`src/rtl/lsu_split_access_if.sv`:
```
// Request, flush, memory-beat and response signals of the load/store split unit.
// slave = the LSU itself; master = the pipeline plus memory that surround it.
interface lsu_split_access_if #(
  parameter int unsigned DATA_BYTES = 4,
  parameter int unsigned ADDR_W     = 32
);
  logic                    req_valid;
  logic                    req_ready;
  logic                    req_store;
  logic [1:0]              req_size;
  logic                    req_signed;
  logic [ADDR_W-1:0]       req_addr;
  logic [8*DATA_BYTES-1:0] req_wdata;
  logic [4:0]              req_tgt;
  logic                    flush;

  logic                    mem_valid;
  logic                    mem_ready;
  logic [ADDR_W-1:0]       mem_addr;
  logic [DATA_BYTES-1:0]   mem_we;
  logic [8*DATA_BYTES-1:0] mem_wdata;
  logic                    mem_rvalid;
  logic [8*DATA_BYTES-1:0] mem_rdata;

  logic                    resp_valid;
  logic [8*DATA_BYTES-1:0] resp_data;
  logic [4:0]              resp_tgt;
  logic                    resp_split;
  logic                    resp_err;

  modport slave (
    input  req_valid, req_store, req_size, req_signed, req_addr, req_wdata, req_tgt, flush,
    input  mem_ready, mem_rvalid, mem_rdata,
    output req_ready, mem_valid, mem_addr, mem_we, mem_wdata,
    output resp_valid, resp_data, resp_tgt, resp_split, resp_err
  );

  modport master (
    output req_valid, req_store, req_size, req_signed, req_addr, req_wdata, req_tgt, flush,
    output mem_ready, mem_rvalid, mem_rdata,
    input  req_ready, mem_valid, mem_addr, mem_we, mem_wdata,
    input  resp_valid, resp_data, resp_tgt, resp_split, resp_err
  );
endinterface

```
`src/rtl/lsu_split_access.sv`:
```
// Load/store access unit: one request at a time, bus-word crossing accesses are
// split into two aligned beats; loads are merged and sign/zero extended.
module lsu_split_access #(
  parameter int unsigned DATA_BYTES       = 4,
  parameter int unsigned ADDR_W           = 32,
  parameter int unsigned ALLOW_MISALIGNED = 1
) (
  input  logic               clk,
  input  logic               rst_n,
  lsu_split_access_if.slave  bus
);
  localparam int unsigned OFF_W = $clog2(DATA_BYTES);
  localparam int unsigned DW    = 8 * DATA_BYTES;
  localparam int unsigned NW    = OFF_W + 2;
  localparam int unsigned SHW   = OFF_W + 4;
  localparam logic [1:0]    MAX_SIZE = 2'(OFF_W);
  localparam logic [NW-1:0] BUS_N    = NW'(DATA_BYTES);

  localparam logic [1:0] S_IDLE  = 2'd0;
  localparam logic [1:0] S_ISSUE = 2'd1;
  localparam logic [1:0] S_WAIT  = 2'd2;
  localparam logic [1:0] S_RESP  = 2'd3;

  logic [1:0]        state_q, state_d;
  logic              beat_q, beat_d;
  logic              kill_q, kill_d;
  logic              store_q, store_d;
  logic              signed_q, signed_d;
  logic              split_q, split_d;
  logic              err_q, err_d;
  logic [1:0]        size_q, size_d;
  logic [OFF_W-1:0]  off_q, off_d;
  logic [ADDR_W-1:0] base_q, base_d;
  logic [DW-1:0]     wdata_q, wdata_d;
  logic [4:0]        tgt_q, tgt_d;
  logic [2*DW-1:0]   buf_q, buf_d;

  // Decode of the incoming request
  logic [OFF_W-1:0] acc_off;
  logic [NW-1:0]    acc_n, acc_end;
  logic             acc_split, acc_err;

  assign acc_off   = bus.req_addr[OFF_W-1:0];
  assign acc_n     = NW'(1) << bus.req_size;
  assign acc_end   = NW'(acc_off) + acc_n;
  assign acc_split = acc_end > BUS_N;
  assign acc_err   = (bus.req_size > MAX_SIZE) || (acc_split && (ALLOW_MISALIGNED == 0));

  // Beat generation from the registered request
  logic [NW-1:0]         cur_n, cur_end;
  logic [SHW-1:0]        sh0, sh1;
  logic [DATA_BYTES-1:0] lane_mask;
  logic [DW-1:0]         beat_wdata;
  logic [ADDR_W-1:0]     beat_addr;

  assign cur_n      = NW'(1) << size_q;
  assign cur_end    = NW'(off_q) + cur_n;
  assign sh0        = {1'b0, off_q, 3'b000};
  assign sh1        = SHW'(DW) - sh0;
  assign beat_wdata = beat_q ? (wdata_q >> sh1) : (wdata_q << sh0);
  assign beat_addr  = beat_q ? (base_q + ADDR_W'(DATA_BYTES)) : base_q;

  always_comb begin
    lane_mask = '0;
    for (int unsigned i = 0; i < DATA_BYTES; i++) begin
      if (!beat_q) lane_mask[i] = (NW'(i) >= NW'(off_q)) && (NW'(i) < cur_end);
      else         lane_mask[i] = NW'(i) < (cur_end - BUS_N);
    end
  end

  // Load merge: the two buffer halves form a contiguous 2-word window
  logic [DW-1:0] merged, load_res;
  logic          sgn;

  always_comb begin
    merged   = DW'(buf_q >> sh0);
    sgn      = 1'b0;
    load_res = '0;
    for (int unsigned k = 0; k < DATA_BYTES; k++) begin
      if (NW'(k + 1) == cur_n) sgn = merged[8*k+7];
    end
    for (int unsigned k = 0; k < DATA_BYTES; k++) begin
      if (NW'(k) < cur_n) load_res[8*k +: 8] = merged[8*k +: 8];
      else                load_res[8*k +: 8] = {8{sgn & signed_q}};
    end
  end

  logic killed, more_beats;
  assign killed     = kill_q | bus.flush;
  assign more_beats = split_q && !beat_q && !killed;

  always_comb begin
    state_d  = state_q;
    beat_d   = beat_q;
    kill_d   = kill_q;
    store_d  = store_q;
    signed_d = signed_q;
    split_d  = split_q;
    err_d    = err_q;
    size_d   = size_q;
    off_d    = off_q;
    base_d   = base_q;
    wdata_d  = wdata_q;
    tgt_d    = tgt_q;
    buf_d    = buf_q;
    case (state_q)
      S_IDLE: begin
        kill_d = 1'b0;
        if (bus.req_valid) begin
          store_d  = bus.req_store;
          signed_d = bus.req_signed;
          size_d   = bus.req_size;
          off_d    = acc_off;
          base_d   = {bus.req_addr[ADDR_W-1:OFF_W], {OFF_W{1'b0}}};
          wdata_d  = bus.req_wdata;
          tgt_d    = bus.req_tgt;
          split_d  = acc_split;
          err_d    = acc_err;
          beat_d   = 1'b0;
          // A flush coinciding with accept kills the request before any beat
          kill_d   = bus.flush;
          state_d  = (acc_err || bus.flush) ? S_RESP : S_ISSUE;
        end
      end
      S_ISSUE: begin
        if (bus.flush) kill_d = 1'b1;
        if (bus.mem_ready) begin
          if (!store_q)        state_d = S_WAIT;
          else if (more_beats) beat_d  = 1'b1;
          else                 state_d = S_RESP;
        end
      end
      S_WAIT: begin
        if (bus.flush) kill_d = 1'b1;
        if (bus.mem_rvalid) begin
          if (beat_q) buf_d[2*DW-1:DW] = bus.mem_rdata;
          else        buf_d[DW-1:0]    = bus.mem_rdata;
          if (more_beats) begin
            beat_d  = 1'b1;
            state_d = S_ISSUE;
          end else begin
            state_d = S_RESP;
          end
        end
      end
      S_RESP: begin
        state_d = S_IDLE;
        kill_d  = 1'b0;
        beat_d  = 1'b0;
      end
      default: state_d = S_IDLE;
    endcase
  end

  always_ff @(posedge clk or negedge rst_n) begin
    if (!rst_n) begin
      state_q  <= S_IDLE;
      beat_q   <= 1'b0;
      kill_q   <= 1'b0;
      store_q  <= 1'b0;
      signed_q <= 1'b0;
      split_q  <= 1'b0;
      err_q    <= 1'b0;
      size_q   <= '0;
      off_q    <= '0;
      base_q   <= '0;
      wdata_q  <= '0;
      tgt_q    <= '0;
      buf_q    <= '0;
    end else begin
      state_q  <= state_d;
      beat_q   <= beat_d;
      kill_q   <= kill_d;
      store_q  <= store_d;
      signed_q <= signed_d;
      split_q  <= split_d;
      err_q    <= err_d;
      size_q   <= size_d;
      off_q    <= off_d;
      base_q   <= base_d;
      wdata_q  <= wdata_d;
      tgt_q    <= tgt_d;
      buf_q    <= buf_d;
    end
  end

  logic issuing, resp_fire;
  assign issuing   = (state_q == S_ISSUE);
  assign resp_fire = (state_q == S_RESP) && !kill_q;

  assign bus.req_ready  = (state_q == S_IDLE);
  assign bus.mem_valid  = issuing;
  assign bus.mem_addr   = issuing ? beat_addr : '0;
  assign bus.mem_we     = (issuing && store_q) ? lane_mask : '0;
  assign bus.mem_wdata  = (issuing && store_q) ? beat_wdata : '0;
  assign bus.resp_valid = resp_fire;
  assign bus.resp_data  = (resp_fire && !store_q && !err_q) ? load_res : '0;
  assign bus.resp_tgt   = resp_fire ? tgt_q : '0;
  assign bus.resp_split = resp_fire ? split_q : 1'b0;
  assign bus.resp_err   = resp_fire ? err_q : 1'b0;
endmodule

```
`src/flat_wrapper.sv`:
```
// flat-port wrapper written by rule: the top's interface ports become plain ports
module lsu_split_access_flat 
#(
  parameter int unsigned DATA_BYTES       = 4,
  parameter int unsigned ADDR_W           = 32,
  parameter int unsigned ALLOW_MISALIGNED = 1
)
  (clk, rst_n, bus_req_valid, bus_req_store, bus_req_size, bus_req_signed, bus_req_addr, bus_req_wdata, bus_req_tgt, bus_flush, bus_mem_ready, bus_mem_rvalid, bus_mem_rdata, bus_req_ready, bus_mem_valid, bus_mem_addr, bus_mem_we, bus_mem_wdata, bus_resp_valid, bus_resp_data, bus_resp_tgt, bus_resp_split, bus_resp_err);
  lsu_split_access_if #(.DATA_BYTES(DATA_BYTES), .ADDR_W(ADDR_W)) bus_i ();
  input  logic clk;
  input  logic rst_n;
  input wire logic [$bits(bus_i.req_valid)-1:0] bus_req_valid;
  input wire logic [$bits(bus_i.req_store)-1:0] bus_req_store;
  input wire logic [$bits(bus_i.req_size)-1:0] bus_req_size;
  input wire logic [$bits(bus_i.req_signed)-1:0] bus_req_signed;
  input wire logic [$bits(bus_i.req_addr)-1:0] bus_req_addr;
  input wire logic [$bits(bus_i.req_wdata)-1:0] bus_req_wdata;
  input wire logic [$bits(bus_i.req_tgt)-1:0] bus_req_tgt;
  input wire logic [$bits(bus_i.flush)-1:0] bus_flush;
  input wire logic [$bits(bus_i.mem_ready)-1:0] bus_mem_ready;
  input wire logic [$bits(bus_i.mem_rvalid)-1:0] bus_mem_rvalid;
  input wire logic [$bits(bus_i.mem_rdata)-1:0] bus_mem_rdata;
  output wire logic [$bits(bus_i.req_ready)-1:0] bus_req_ready;
  output wire logic [$bits(bus_i.mem_valid)-1:0] bus_mem_valid;
  output wire logic [$bits(bus_i.mem_addr)-1:0] bus_mem_addr;
  output wire logic [$bits(bus_i.mem_we)-1:0] bus_mem_we;
  output wire logic [$bits(bus_i.mem_wdata)-1:0] bus_mem_wdata;
  output wire logic [$bits(bus_i.resp_valid)-1:0] bus_resp_valid;
  output wire logic [$bits(bus_i.resp_data)-1:0] bus_resp_data;
  output wire logic [$bits(bus_i.resp_tgt)-1:0] bus_resp_tgt;
  output wire logic [$bits(bus_i.resp_split)-1:0] bus_resp_split;
  output wire logic [$bits(bus_i.resp_err)-1:0] bus_resp_err;
  assign bus_i.req_valid = bus_req_valid;
  assign bus_i.req_store = bus_req_store;
  assign bus_i.req_size = bus_req_size;
  assign bus_i.req_signed = bus_req_signed;
  assign bus_i.req_addr = bus_req_addr;
  assign bus_i.req_wdata = bus_req_wdata;
  assign bus_i.req_tgt = bus_req_tgt;
  assign bus_i.flush = bus_flush;
  assign bus_i.mem_ready = bus_mem_ready;
  assign bus_i.mem_rvalid = bus_mem_rvalid;
  assign bus_i.mem_rdata = bus_mem_rdata;
  assign bus_req_ready = bus_i.req_ready;
  assign bus_mem_valid = bus_i.mem_valid;
  assign bus_mem_addr = bus_i.mem_addr;
  assign bus_mem_we = bus_i.mem_we;
  assign bus_mem_wdata = bus_i.mem_wdata;
  assign bus_resp_valid = bus_i.resp_valid;
  assign bus_resp_data = bus_i.resp_data;
  assign bus_resp_tgt = bus_i.resp_tgt;
  assign bus_resp_split = bus_i.resp_split;
  assign bus_resp_err = bus_i.resp_err;
  lsu_split_access #(.DATA_BYTES(DATA_BYTES), .ADDR_W(ADDR_W), .ALLOW_MISALIGNED(ALLOW_MISALIGNED)) u_core (.clk(clk), .rst_n(rst_n), .bus(bus_i));
endmodule
```
`config.mk`:
```
export PLATFORM = sky130hd
export DESIGN_NAME = lsu_split_access_flat
export DESIGN_NICKNAME = d
export VERILOG_FILES = /design/src/rtl/lsu_split_access_if.sv /design/src/rtl/lsu_split_access.sv /design/src/flat_wrapper.sv
export SDC_FILE = /design/constraint.sdc
export NUM_CORES = 1
export LEC_CHECK = 0
export CORE_ASPECT_RATIO = 0.75
export CORE_MARGIN = 3
export CORE_UTILIZATION = 40
export DETAILED_ROUTE_END_ITERATION = 10
export PLACE_DENSITY = 0.79
export REMOVE_ABC_BUFFERS = 1
export SETUP_SLACK_MARGIN = 0.1
export SLEW_MARGIN = 20
export SYNTH_ARGS = -nofsm -noshare
export SYNTH_HDL_FRONTEND = slang
export SYNTH_SLANG_ARGS = --single-unit
```
`constraint.sdc`:
```
create_clock -name clk -period 2.8 [get_ports clk]
set_input_delay 0.28 -clock clk [delete_from_list [all_inputs] [get_ports clk]]
set_output_delay 0.28 -clock clk [all_outputs]
set_load 0.05 [all_outputs]
```
==> impl_metrics.py <==
metrics = {
    "drt": {
        "drt-initial-drc-count": 839,
        "via_count": 7834,
        "wl_mm": 28.9,
        "avgViaCountPerCell": 5.85,
        "drtAntennaViolNets": 0,
        "routedWlPerCell_um": 21.6,
        "drcViolationCount": 0,
        "dr.pass1.iters": 5,
    },
    "synthesis": {
        "synth_warnings": 0,
        "synth-compound-area-share": 0.123,
        "synth_area_um2": 8690,
        "synth-simple-area-share": 0.109,
        "synth_edf_count": 0,
        "synthAdderAreaFrac": 0.0210,
        "synth_seq_cells": 135,
        "synthMuxAreaShare": 0.298,
        "synth-seq-area-share": 0.389,
        "async_reset_ff_frac": 1.00,
        "synth_cell_type_count": 52,
        "synth_cells": 798,
        "synth_top_family_by_area": "multiplexers",
        "synthFlopType": "dfrtp_1",
        "syn_avg_cell_area_um2": 10.9,
        "synthXorXnorAreaFrac": 0.0121,
    },
    "critical_path": {
        "arrival_ns": 2.49,
        "critPathLaunchType": "register",
        "crit_type": "reg2out",
        "cp-end-kind": "output port",
        "cp.required_ns": 2.52,
        "worstPathMaxFanout": 8,
    },
    "hold_path": {
        "hold_class": "in2reg",
    },
    "sta": {
        "finalClockSkew_ns": 0.00921,
        "final-hold-violation-count": 0,
        "max_slew_margin": 0.484,
        "setup_viol": 0,
        "timing.fmax_mhz": 361,
        "finalMaxSlewViolations": 0,
        "period_share": 0.988,
        "hold-worst-slack_ns": 0.462,
        "rsz0062_at_grt": "true",
        "finalCriticalPeriod_ns": 2.77,
        "worstMarginPinSlew_ns": 0.774,
    },
    "global_route": {
        "grt_max_degree": 81,
        "grt_pass1_wl_mm": 44.6,
        "grt_use_total": 0.240,
        "antenna_found_initial": 0,
        "gr-total-overflow": 0,
        "grt_pass1_vias": 8106,
    },
    "power_and_ir_drop": {
        "p_sw_mw": 7.84,
        "max-vdd-ir-drop_uv": 548,
        "power_frac_comb": 0.629,
        "p_int_mw": 9.54,
        "swShare": 0.451,
        "power.share.clock": 0.135,
        "pwr-share-seq": 0.236,
        "powerDensity_nw_per_um2": 1280,
        "leakage_nw": 5.57,
        "finalPower_mw": 17.4,
    },
    "place": {
        "port_buffers": 218,
        "dpl.hpwl_mm": 19.7,
        "gp_congestion": 0.887,
    },
    "clocking": {
        "cts_buffers": 17,
        "clock-sinks": 135,
        "root_buffer": "clkbuf_16",
        "htree_levels": 4,
        "clk_latency_ns": 0.43,
        "cts_tree": "built",
        "clockBufferDepth": 2,
        "clk_pin_slew_worst_paths_ns": 0.06,
    },
    "floorplan": {
        "dieArea_um2": 23500,
        "ios": 221,
        "core_um2": 21200,
        "rows": 46,
        "die_w_um": 176,
        "die-height_um": 134,
        "initial_core_util": 0.409,
    },
    "final_layout": {
        "diodes": 0,
        "utilization": 0.641,
        "synthToLayoutAreaGrowth_pct": 56.8,
        "drive_above_1_share": 0.451,
        "nFillCells": 1561,
        "finalNetCount": 1163,
    },
    "flow_run": {
        "max-cap-violations": 0,
    },
    "outcome": {
        "status": "complete, no violations",
    },
}
stage by stage:
step | setup WS, ns | cells | instance area, um^2 | setup TNS [ns]
6_report | 0.0334 | 1339 | 13600 | 0
5_1_grt | -0.0270 | 1339 | 13600 | -0.0653
4_1_cts | 0.0408 | 1331 | 13200 | 0
3_5_place_dp | 0.223 | 1285 | 12300 | 0
3_3_place_gp | 0.319 | 1285 | 12300 | 0
2_1_floorplan | -2.91 | 741 | 8420 | -176.00
state kept, by name, indices dropped and copies added (netlist names), 2 cells and up:
signal and cells:
u_core.buf_q 56, u_core.wdata_q 32, u_core.base_q 30, u_core.tgt_q 5, u_core.off_q 2, u_core.size_q 2, u_core.state_q 2
layout make-up:
cell class                 count  area, um^2  area share
clock inverter                15         184      0.0135
inverter                      39         146      0.0107
tap                          288         360      0.0265
clock buffer                  17         425      0.0312
multi-input combinational    569        5410       0.397
timing repair buffer         276        3710       0.272
sequential                   135        3390       0.249
timing repair:
action | 4_1_cts | 5_1_grt
gates resized for setup | 45 | 89
pin swaps | 8 | 17
setup endpoints to repair | 57 | 72
hold endpoints to repair | 77 | 0
buffers inserted | 12 | 7
hold buffers | 1 | 0
cloned | 1 | 1
critical path, stage by stage, from the launching register on:
cell     delay, ns
dfrtp_4       0.52
mux4_2        0.40
mux2i_4       0.09
or4b_4        0.66
o21ai_1       0.21
buf_12        0.17
metal layers:
| metal | global-route usage | vias up | wire (um) |
|---|---|---|---|
| li1 | - | 3442 | - |
| met1 | 0.310 | 3902 | 11600 |
| met2 | 0.385 | 438 | 13700 |
| met3 | 0.0849 | 52 | 2970 |
| met4 | 0.0664 | 0 | 650 |
| met5 | 0 | - | 0 |
cells by family after synthesis:
| family | after synthesis |
|---|---|
| multiplexers | 201 |
| AND/OR/NAND/NOR | 180 |
| buffers and inverters | 97 |
| XOR/XNOR | 12 |
| flip-flops | 135 |
| other | 1 |
| AO/OA/AOI/OAI | 158 |
| adder cells (fa/ha/maj) | 14 |
layout by cell type (no fill, tap or decap), drive strengths merged, types with 14 or more instances in the layout:
cell             n
a21oi           34
buf            164
clkbuf          17
clkdlybuf4s50  111
dfrtp          135
inv             46
mux2           138
mux2i           31
mux4            32
nand2           31
nand2b          14
nand3           17
nor2            48
o21ai           45
final timing paths:
| path | start | slack [ns] | cells past startpoint | to |
|---|---|---|---|---|
| max | u_core.off_q[0]$_DFFE_PN0P_ | 0.03 | 5 | bus_resp_data[18] |
| min | bus_req_addr[13] | 0.46 | 2 | u_core.base_q[13]$_DFFE_PN0P_ |
| max reg2reg | u_core.beat_q$_DFFE_PN0P_ | 0.63 | 5 | u_core.state_q[1]$_DFFE_PN0P_ |
| min reg2reg | u_core.tgt_q[1]$_DFFE_PN0P_ | 0.50 | 1 | u_core.tgt_q[1]$_DFFE_PN0P_ |
| max in group asynchronous | rst_n | 1.51 | 3 | u_core.buf_q[7]$_DFFE_PN0P_ |
| min in group asynchronous | rst_n | 0.47 | 2 | u_core.base_q[9]$_DFFE_PN0P_ |
Yosys cell counts, drive strengths merged, types with 6 or more instances:
cell type | n | area, um^2
clkbuf | 20 | 75.1
nor2b | 13 | 81.3
or4 | 8 | 60.1
or3 | 6 | 37.5
a22oi | 9 | 67.6
nand3 | 16 | 85.1
nand2 | 31 | 116
buf | 38 | 193
o22ai | 8 | 50.1
mux2i | 31 | 310
nor2 | 48 | 180
and3 | 10 | 62.6
a21oi | 34 | 170
xor2 | 8 | 70.1
mux2 | 138 | 1550
and4 | 6 | 52.6
inv | 38 | 143
ha | 13 | 163
o211a | 8 | 80.1
dfrtp | 135 | 3380
nand4 | 9 | 56.3
nand2b | 14 | 87.6
and2 | 8 | 50.1
o31ai | 8 | 60.1
o21a | 8 | 60.1
o2bb2ai | 8 | 70.1
a211oi | 12 | 90.1
a221oi | 10 | 87.6
mux4 | 32 | 721
o21ai | 45 | 263
power groups by stage:
stage          Clock [mW]  Sequential [mW]  Combinational, mW
5_1_grt              2.48             4.23               11.5
3_3_place_gp            0             3.94               9.55
2_1_floorplan           0             3.95               6.05
6_report             2.35             4.10               10.9
3_5_place_dp            0             4.03               9.77
4_1_cts              2.38             4.00               10.3
Note: power is estimated with default switching activity, not from simulation.
==> edit, RTL diff (same flow settings) <==
`ADDR_W` is set to 32 in 3 places; all go to 64.
--- a/src/rtl/lsu_split_access_if.sv
+++ b/src/rtl/lsu_split_access_if.sv
@@ -4,3 +4,3 @@
   parameter int unsigned DATA_BYTES = 4,
-  parameter int unsigned ADDR_W     = 32
+  parameter int unsigned ADDR_W     = 64
 );
--- a/src/rtl/lsu_split_access.sv
+++ b/src/rtl/lsu_split_access.sv
@@ -4,3 +4,3 @@
   parameter int unsigned DATA_BYTES       = 4,
-  parameter int unsigned ADDR_W           = 32,
+  parameter int unsigned ADDR_W           = 64,
   parameter int unsigned ALLOW_MISALIGNED = 1
--- a/src/flat_wrapper.sv
+++ b/src/flat_wrapper.sv
@@ -4,3 +4,3 @@
   parameter int unsigned DATA_BYTES       = 4,
-  parameter int unsigned ADDR_W           = 32,
+  parameter int unsigned ADDR_W           = 64,
   parameter int unsigned ALLOW_MISALIGNED = 1
Ports: changed (resized bus_mem_addr and bus_req_addr); port bits go from 221 to 285. No check against the original RTL was run, so the function may have changed too.
==> edit against the unedited design <==
  * The run now ends with setup timing left
  * Cell area grew 27%
  * Sequential power grew 24%
  * Setup slack lost 160 ps
  * Final cell count grew 28%
  * Sequential cell count grew 32
  * Count of clock-buffer cells in the layout grew 3
  * Synthesized area grew 22%
  * Via count grew 29%
  * Wire length grew 37%
  * Total power grew 28%
  * Largest cell class unchanged
==> edit: results <==
group,metric,value,unit
run_status,status,"complete, but fails checks",
run_status,violations,"setup timing",
global_routing,antenna_found_initial,5,
yosys,synth_commonest_cells,"167 x dfrtp_1, 162 x mux2_2, 91 x nor2_1",
routing,drt_iter0_drc,784,
setup_path,critPathMaxFanout,5,
yosys,yosysSeqAreaShare,0.395,
setup_path,r2r_slack,610,ps
clock_network,cts.path.max_buffers,2,
global_routing,grt_max_degree,66,
sta,skew,8.78,ps
placed_design,place_area,15100,µm²
final_layout,fill_cells,1709,
placed_design,gp_congestion,0.881,
setup_path,crit_end,"bus_mem_addr[54]",
final_layout,reg_top3,"u_core.base_q x62, u_core.buf_q x56, u_core.wdata_q x32",
final_layout,drive_above_1_share,0.480,
pwr,p_leak,7.12,nW
routing,wl,39.7,mm
global_routing,grt_pass1_wl,59.3,mm
global_routing,grt_pass1_vias,10250,
yosys,synthArstFlopShare,1.00,
yosys,ys_top_cells_by_area,"dfrtp_1 39%, mux2_2 17%, mux4_2 6.8%",
routing,dr.pass1.iters,7,
setup_path,crit_arrival,2650,ps
setup_path,startpoint,"u_core.base_q[42]",
placed_design,port_buffers,282,
yosys,synth_warnings,0,
setup_path,r2r-end,"u_core.off_q[1]",
global_routing,grt_usage,0.263,
min_path,hold_path_class,"input pin to async pin",
final_layout,fin_nets,1520,
sta,worst_slew_pin_slew,646,ps
sta,setup_violations,31,
placed_design,place_ws,81.6,ps
pwr,p_sw,0.0103,W
sta,setup_tns,-1550,ps
sta,worst_slack,-125,ps
placed_design,dp_hpwl,26.2,mm
routing,routed_via_density,5.91,
pwr,vdd_drop_max,0.783,mV
setup_path,regToRegStartpoint,"u_core.state_q[0]",
clock_network,cts_made_buffers,17,
## edit: changes by cell type after synthesis, sizes merged, moves of 12 or more
cell / delta
a21oi: +53
nor2: +43
dfrtp: +32
mux2: +24
o21ai: -24
clkbuf: +21
nand2: +16
xor2: +14
nand4: +13
buf: -12
## edit: cell families after synthesis
kind of cell / count (synthesis) / share of synthesized area
DFF: 167 / 0.395
and+or+nand+nor: 281 / 0.142
AOI/OAI and AO/OA: 182 / 0.105
muxes: 229 / 0.274
other: 1 / 0.000354
adders and majority gates: 14 / 0.0173
buffers and inverters: 102 / 0.0382
xor gates and xnor gates: 35 / 0.0290
## edit: per-layer routing
layer | up-vias | track usage | routed length (µm)
met1 | 5142 | 0.354 | 16600
met5 | - | 0 | 28
li1 | 4412 | - | -
met2 | 497 | 0.424 | 19200
met4 | 6 | 0.0752 | 845
met3 | 76 | 0.0656 | 3030
## edit: how the worst min path moves through the flow
stage	endpoint	cells past startpoint	slack [ps]
after floorplan	u_core.base_q[10]	0	-20
after global placement	u_core.wdata_q[8]	1	330
after detailed placement	u_core.wdata_q[8]	1	330
after CTS	u_core.wdata_q[8]	2	430
after global routing	u_core.base_q[36]	2	440
final	u_core.buf_q[28]	2	420
## edit: power by group through the flow
stage          Clock [W]  Sequential [W]  Combinational, W
2_1_floorplan          0         0.00494           0.00745
3_3_place_gp           0         0.00488            0.0121
3_5_place_dp           0         0.00502            0.0123
4_1_cts          0.00242         0.00497            0.0135
5_1_grt          0.00254         0.00524            0.0154
6_report         0.00238         0.00510            0.0147
## edit: cell type report
type,count,area share
Clock inverter,12,0.00671
Clock buffer,20,0.0269
Tap cell,338,0.0244
Multi-Input combinational cell,744,0.402
Timing Repair Buffer,398,0.288
Antenna cell,2,0.000289
Inverter,35,0.00808
Sequential cell,167,0.243
## edit: timing repair
item / in CTS / in global routing
hold buffers: 1 / 0
gates cloned: 1 / 3
pin swaps: 50 / 40
buffers inserted: 32 / 26
gates resized for setup: 149 / 117
setup endpoints to repair: 98 / 103
hold endpoints to repair: 62 / 0
## edit: worst max-delay path, stage by stage, from the launching register on
cell and delay [ps]:
dfrtp_1 430, nand4_1 260, or2_2 390, or3_1 370
or3_4 370, a21oi_2 220, buf_12 170
## edit: through the flow
stage / cells / utilization
after floorplan: 945 / -
after global placement: 1620 / 0.593
after detailed placement: 1620 / 0.593
after CTS: 1686 / 0.652
after global routing: 1716 / 0.681
final: 1716 / 0.681
